## config.mk

```make
export PLATFORM = sky130hd
export DESIGN_NAME = shift_add_multiplier_flat
export DESIGN_NICKNAME = d
export VERILOG_FILES = /design/src/rtl/shift_add_multiplier_if.sv /design/src/rtl/shift_add_multiplier.sv /design/src/flat_wrapper.sv
export SDC_FILE = /design/constraint.sdc
export NUM_CORES = 1
export LEC_CHECK = 0
export CAP_MARGIN = 20
export CORE_MARGIN = 5
export CORE_UTILIZATION = 50
export CTS_CLUSTER_SIZE = 25
export DETAILED_ROUTE_END_ITERATION = 10
export PLACE_DENSITY_LB_ADDON = 0.12
export SLEW_MARGIN = 5
export SYNTH_ARGS = -nofsm -noshare
export SYNTH_HDL_FRONTEND = slang
export SYNTH_SLANG_ARGS = --single-unit
```

## constraint.sdc

```tcl
create_clock -name clk -period 2.8 [get_ports clk]
set_input_delay 0.56 -clock clk [delete_from_list [all_inputs] [get_ports clk]]
set_output_delay 0.56 -clock clk [all_outputs]
set_load 0.01 [all_outputs]
```

## src/rtl/shift_add_multiplier_if.sv

```systemverilog
// Start/busy/done handshake bundle for the shift-and-add multiplier.
// The master issues operands and start; the slave returns status and the product.
interface shift_add_multiplier_if #(
    parameter int WIDTH = 10
);
    logic               start;
    logic [WIDTH-1:0]   a_in;
    logic [WIDTH-1:0]   b_in;
    logic               busy;
    logic               done;
    logic [2*WIDTH-1:0] product;

    modport master (
        output start, a_in, b_in,
        input  busy, done, product
    );

    modport slave (
        input  start, a_in, b_in,
        output busy, done, product
    );
endinterface

```

## src/rtl/shift_add_multiplier.sv

```systemverilog
// Sequential unsigned shift-and-add multiplier: one add-shift step per cycle,
// WIDTH steps per product, with a start/busy/done handshake.
module shift_add_multiplier #(
    parameter int WIDTH = 10,
    parameter int CNT_W = 4
) (
    input  logic                 clk,
    input  logic                 rst,
    shift_add_multiplier_if.slave bus
);
    localparam logic [1:0] S_IDLE = 2'd0;
    localparam logic [1:0] S_CALC = 2'd1;
    localparam logic [1:0] S_DONE = 2'd2;

    logic [1:0]         state;
    logic [WIDTH-1:0]   a;
    logic [WIDTH:0]     acc;
    logic [WIDTH-1:0]   q;
    logic [CNT_W-1:0]   cnt;
    logic [2*WIDTH-1:0] p;
    logic [WIDTH:0]     sum;

    // Carry out of the add lands in sum[WIDTH] and is shifted down into the accumulator.
    always_comb begin
        sum = {1'b0, acc[WIDTH-1:0]} + (q[0] ? {1'b0, a} : {(WIDTH + 1){1'b0}});
    end

    always_ff @(posedge clk or posedge rst) begin
        if (rst) begin
            state <= S_IDLE;
            a     <= '0;
            acc   <= '0;
            q     <= '0;
            cnt   <= '0;
            p     <= '0;
        end else begin
            case (state)
                S_IDLE: begin
                    if (bus.start) begin
                        a     <= bus.a_in;
                        q     <= bus.b_in;
                        acc   <= '0;
                        cnt   <= CNT_W'(WIDTH);
                        state <= S_CALC;
                    end
                end
                S_CALC: begin
                    acc <= {1'b0, sum[WIDTH:1]};
                    q   <= {sum[0], q[WIDTH-1:1]};
                    cnt <= cnt - CNT_W'(1);
                    if (cnt == CNT_W'(1)) begin
                        p     <= {sum, q[WIDTH-1:1]};
                        state <= S_DONE;
                    end
                end
                S_DONE: begin
                    state <= S_IDLE;
                end
                default: begin
                    state <= S_IDLE;
                end
            endcase
        end
    end

    assign bus.busy    = (state != S_IDLE);
    assign bus.done    = (state == S_DONE);
    assign bus.product = p;
endmodule

```

## src/flat_wrapper.sv

```systemverilog
// flat-port wrapper written by rule: the top's interface ports become plain ports
module shift_add_multiplier_flat 
#(
    parameter int WIDTH = 10,
    parameter int CNT_W = 4
)
  (clk, rst, bus_start, bus_a_in, bus_b_in, bus_busy, bus_done, bus_product);
  shift_add_multiplier_if #(.WIDTH(WIDTH)) bus_i ();
  input  logic clk;
  input  logic rst;
  input wire logic [$bits(bus_i.start)-1:0] bus_start;
  input wire logic [$bits(bus_i.a_in)-1:0] bus_a_in;
  input wire logic [$bits(bus_i.b_in)-1:0] bus_b_in;
  output wire logic [$bits(bus_i.busy)-1:0] bus_busy;
  output wire logic [$bits(bus_i.done)-1:0] bus_done;
  output wire logic [$bits(bus_i.product)-1:0] bus_product;
  assign bus_i.start = bus_start;
  assign bus_i.a_in = bus_a_in;
  assign bus_i.b_in = bus_b_in;
  assign bus_busy = bus_i.busy;
  assign bus_done = bus_i.done;
  assign bus_product = bus_i.product;
  shift_add_multiplier #(.WIDTH(WIDTH), .CNT_W(CNT_W)) u_core (.clk(clk), .rst(rst), .bus(bus_i));
endmodule
```

### Yosys cells after proc, flatten, opt, wreduce, memory -nomap -nowiden

Cells that the tools add are included.

* add/subtract/negate cells: 2
* equal/unequal tests: 5
* reductions and logical operators: 7
* muxes and demuxes: 10

Operators with widths (number)
* case mux 10 bit (2 select lines): 2
* two-way mux 10 bit: 3
* adder 10 x 10 -> 11 bit: 1
* case mux 4 bit (2 select lines): 1
* AND reduction 2 bit: 4
* == test 4 x 1 -> 1 bit (second input constant): 1
* two-way mux 2 bit: 2
* two-way mux 4 bit: 1
* case mux 2 bit (2 select lines): 1
* nonzero test 2 bit: 2
* subtractor 4 x 1 -> 4 bit (second input constant): 1
* == test 2 x 1 -> 1 bit (second input constant): 1
* == test 2 bit (second input constant): 1
* zero test 2 bit: 1
* inequality test 2 x 1 -> 1 bit (second input constant): 1
* inequality test 2 bit (second input constant): 1

* output and inout port bits: 22
* flip-flop bits (word level): 56
* word-level logic and storage cells: 30

### Logic depth before layout (Yosys ltp)

* depth after elaboration: 3
* mapped depth: 10

### Least setup slack after synthesis

OpenSTA, ideal clock, no wires.

* path kind: reg-to-reg
* start point: register u_core.q[0]
* end point: register u_core.p[19] (netlist: u_core.bus.product[19])
* data arrival time: 2.141 ns
* library setup time: 0.064 ns
* data required time: 2.736 ns
* cell stages (with the launch flop): 11
* clock period less this slack: 2.205 ns
* path slack: 0.595 ns
* path buffers: 1
* cells stage by stage: dfrtp_1 clkbuf_1 and2_1 ha_1 inv_1 fa_1 nand2b_1 a21oi_1 a41oi_2 o21ai_1 mux2_4

* word-level cells in the longest chain between the ends: 2

Ends and longest elaborated chain
* from (decl): RTL line shift_add_multiplier.sv:18 `logic [WIDTH-1:0] q;`
* from (signal assigned): RTL line shift_add_multiplier.sv:41 `q <= bus.b_in;`
* from (signal assigned): RTL line shift_add_multiplier.sv:49 `q <= {sum[0], q[WIDTH-1:1]};`
* two-way mux 10 bit: RTL line shift_add_multiplier.sv:25 `sum = {1'b0, acc[WIDTH-1:0]} + (q[0] ? {1'b0, a} : {(WIDTH + 1){1'b0}});`
* adder 10 x 10 -> 11 bit: RTL line shift_add_multiplier.sv:25
* to (signal assigned): RTL line shift_add_multiplier.sv:52 `p <= {sum, q[WIDTH-1:1]};`
* to (decl): RTL line shift_add_multiplier.sv:20 `logic [2*WIDTH-1:0] p;`

Every way passes these cells.
A chain may end at the register's enable or synchronous reset.

### Worst setup path after layout

* start point: register u_core.q[0]
* end point: register u_core.acc[7]

* word-level cells in the longest chain between the ends: 3

Ends and longest elaborated chain
* two-way mux 10 bit: RTL line shift_add_multiplier.sv:25
* adder 10 x 10 -> 11 bit: RTL line shift_add_multiplier.sv:25
* case mux 10 bit (2 select lines): RTL line shift_add_multiplier.sv:37 `case (state)`
* to (signal assigned): RTL line shift_add_multiplier.sv:48 `acc <= {1'b0, sum[WIDTH:1]};`
* to (decl): RTL line shift_add_multiplier.sv:17 `logic [WIDTH:0] acc;`

Every way passes these cells.

==> results.py <==
metrics = {
    "run_status": {
        "status": "finished, final reports clean",
    },
    "sta": {
        "fin_hold_ws_ns": 0.477,
        "clock.fmax_ghz": 0.430,
        "tightest_slew_ns": 0.740,
        "finalSetupTns_ns": 0,
        "hold_violations": 0,
        "post-route-min-period_ns": 2.32,
        "setup_viol": 0,
        "rsz0062_at_grt": "no",
        "min_period_over_period_pct": 83.0,
        "fin_skew_ns": 0.0132,
        "drv_slew": 0,
        "relSlewSlack_pct": 50.7,
    },
    "synthesis": {
        "yosysWarnings": 0,
        "synth.net_count": 318,
        "synthesis.area_mm2": 0.00262,
        "yosys_register_bits": 56,
        "ys_types": 31,
        "avgSynthCellArea_um2": 9.30,
        "seq_area_frac_synth_pct": 53.4,
        "syn_inst": 282,
    },
    "worst_setup_path": {
        "slowest_delay_ns": 0.47,
        "crit_type": "reg2reg",
        "path_buf_inv": 1,
        "cp_max_fo": 11,
        "worstPathCellList": "and2_1 -> ha_1 -> inv_1 -> fa_1 -> nand2b_1 -> a21oi_1 -> a41oi_2 -> xor2_1 -> o21ai_1",
        "worstPathRequired_ns": 2.97,
        "cp_data_arrival_time_ns": 2.50,
        "slowest_stage": "dfrtp_1",
        "critPathCaptureType": "flip-flop",
        "cp-start-kind": "flip-flop",
        "cp_top_family": "adder cells",
    },
    "drt": {
        "viasPerCell": 5.17,
        "drt-total-wl_mm": 5.46,
        "drt_first_iter_violations": 187,
        "vias": 2046,
        "detail-route-antenna-nets": 0,
        "detail_route.wl_per_cell_um": 13.8,
        "drc": 0,
        "first_pass_iters": 4,
    },
    "floorplanning": {
        "coreArea_mm2": 0.00511,
        "die_area_mm2": 0.00680,
        "chipHeight_um": 82.4,
        "io_pins": 45,
        "die_width_um": 82.4,
        "rows": 26,
        "start_util_pct": 51.4,
    },
    "placement": {
        "place_congestion": 0.862,
        "place_hpwl_mm": 3.99,
        "port_buffers": 44,
        "dp.cells": 388,
        "placed_cell_area_mm2": 0.00315,
    },
    "clocking": {
        "clkSlewWorstSetupHoldPaths_ns": 0.10,
        "cts_resized": 0,
        "cts_tree": "built",
        "htreeDepth": 2,
        "cts_setup_buffers": 0,
        "numCtsBuffers": 5,
        "cts_root_buf": "clkbuf_8",
        "cts.path.max_buffers": 2,
        "cts_hold_repair.buffers": 0,
        "clkSinkCount": 56,
        "clk_latency_ns": 0.31,
    },
    "cells_and_area": {
        "final_area_mm2": 0.00323,
        "drive_above_1_share_pct": 5.83,
        "area_delta_synth_final_pct": 23.3,
        "post_layout_nonfiller_instances": 396,
        "num-nets-final": 361,
        "diodes": 0,
    },
    "grt": {
        "grt_pass1_vias": 2006,
        "grt.overflow.total": 0,
        "grt_max_degree": 30,
        "antenna_found_initial": 0,
        "grt.total_usage_pct": 18.1,
        "grt_first_pass_wirelength_mm": 9.40,
    },
    "run": {
        "timing.max_cap.violations": 0,
    },
    "power": {
        "powerDensity_mw_per_mm2": 1070,
        "p_leak_uw": 0.00157,
        "ir_worst_vdd_mv": 0.440,
    },
    "worst_hold_path": {
        "min-delay-path-class": "reg2reg",
    },
}
[worst paths after layout]
path,from,end,slack (ns),cells after the start
max,u_core.q[0],u_core.acc[7],0.48,9
max in group asynchronous,rst,u_core.a[1],1.55,3
min reg2reg,u_core.a[2],u_core.a[2],0.48,2
max reg2reg,u_core.q[0],u_core.acc[7],0.48,9
min,u_core.a[2],u_core.a[2],0.48,2
min in group asynchronous,rst,u_core.acc[8],0.62,2
[placed cells by master (no fill, tap or decap), drive strengths merged, types with 3 or more instances in the layout]
master,netlist,routed
nor2,4,4
and2,11,11
clkdlybuf4s50,0,44
clkbuf,13,6
o21ai,25,25
xor2,6,6
a21o,5,5
ha,12,12
a31oi,3,3
inv,8,8
nand2,96,96
buf,2,7
a22oi,10,10
a21oi,4,4
nand3,9,9
dfrtp,56,56
[worst reg2reg max path, delay by kind of cell, from the launching register on]
family	cells	cell delay, ns
DFF	1	0.47
AOI/OAI and AO/OA	3	0.54
buffers and inverters	1	0.06
adders and majority gates	2	0.58
xor gates and xnor gates	1	0.22
and+or+nand+nor	2	0.32
[where the power goes]
| part | internal, uW | switching [uW] | leakage [uW] |
|---|---|---|---|
| Sequential | 1180 | 245 | 0.000700 |
| Clock | 179 | 264 | 0.0000414 |
| Combinational | 736 | 859 | 0.000830 |
[cell usage after synthesis]
cell type	n	area [um^2]
a211oi_1	2	15.0
a21o_1	5	37.5
a21oi_1	4	20.0
a221o_1	1	10.0
a22oi_1	10	75.1
a31o_2	1	8.76
a31oi_1	3	18.8
a41oi_1	1	8.76
a41oi_2	1	16.3
and2_1	10	62.6
and2_4	1	8.76
and3_1	1	6.26
buf_2	2	10.0
clkbuf_1	13	48.8
dfrtp_1	56	1400
fa_1	1	20.0
ha_1	12	150
inv_1	8	30.0
mux2_4	1	15.0
nand2_1	96	360
nand2b_1	2	12.5
nand3_1	9	45.0
nor2_1	4	15.0
nor2b_1	2	12.5
nor3_1	1	5.00
nor3b_1	1	7.51
o211ai_1	1	7.51
o21ai_0	21	105
o21ai_1	4	20.0
xnor2_1	2	17.5
xor2_1	6	52.6
[cells by family after synthesis]
family                   synth area share, %
adder cells (fa/ha/maj)                 6.49
XOR/XNOR                                2.67
buffers and inverters                   3.39
multiplexers                           0.572
AO/OA/AOI/OAI                           13.1
AND/OR/NAND/NOR                         20.4
flip-flops                              53.4
[through the flow]
stage               utilization [%]  setup slack [ns]  power, uW
floorplan                         -             0.595       2430
global placement               61.6             0.553       2990
detailed placement             61.6             0.487       3050
CTS                            63.3             0.485       3490
global route                   63.3             0.313       3770
finish                         63.3             0.477       3460
[registers in the layout (all words and copies together), names as in the netlist]
register / flops
u_core.a: 10
u_core.state: 2
u_core.bus.product: 20
u_core.q: 10
u_core.cnt: 4
u_core.acc: 10
[metal layers]
metal / vias up / GRT usage, % / wire length (um)
met4: 0 / 4.82 / 83
met3: 7 / 3.80 / 206
met1: 977 / 27.1 / 2810
li1: 1016 / - / -
met5: - / 0 / 0
met2: 46 / 26.5 / 2350
[final cells by class]
type	count	area, um^2
multi-input combinational	203	1130
tap	70	87.6
clock buffer	6	72.6
clock inverter	2	16.3
sequential	56	1400
timing repair buffer	51	493
fill	463	1870
inverter	8	30.0
(Power assumes the default switching activity.)
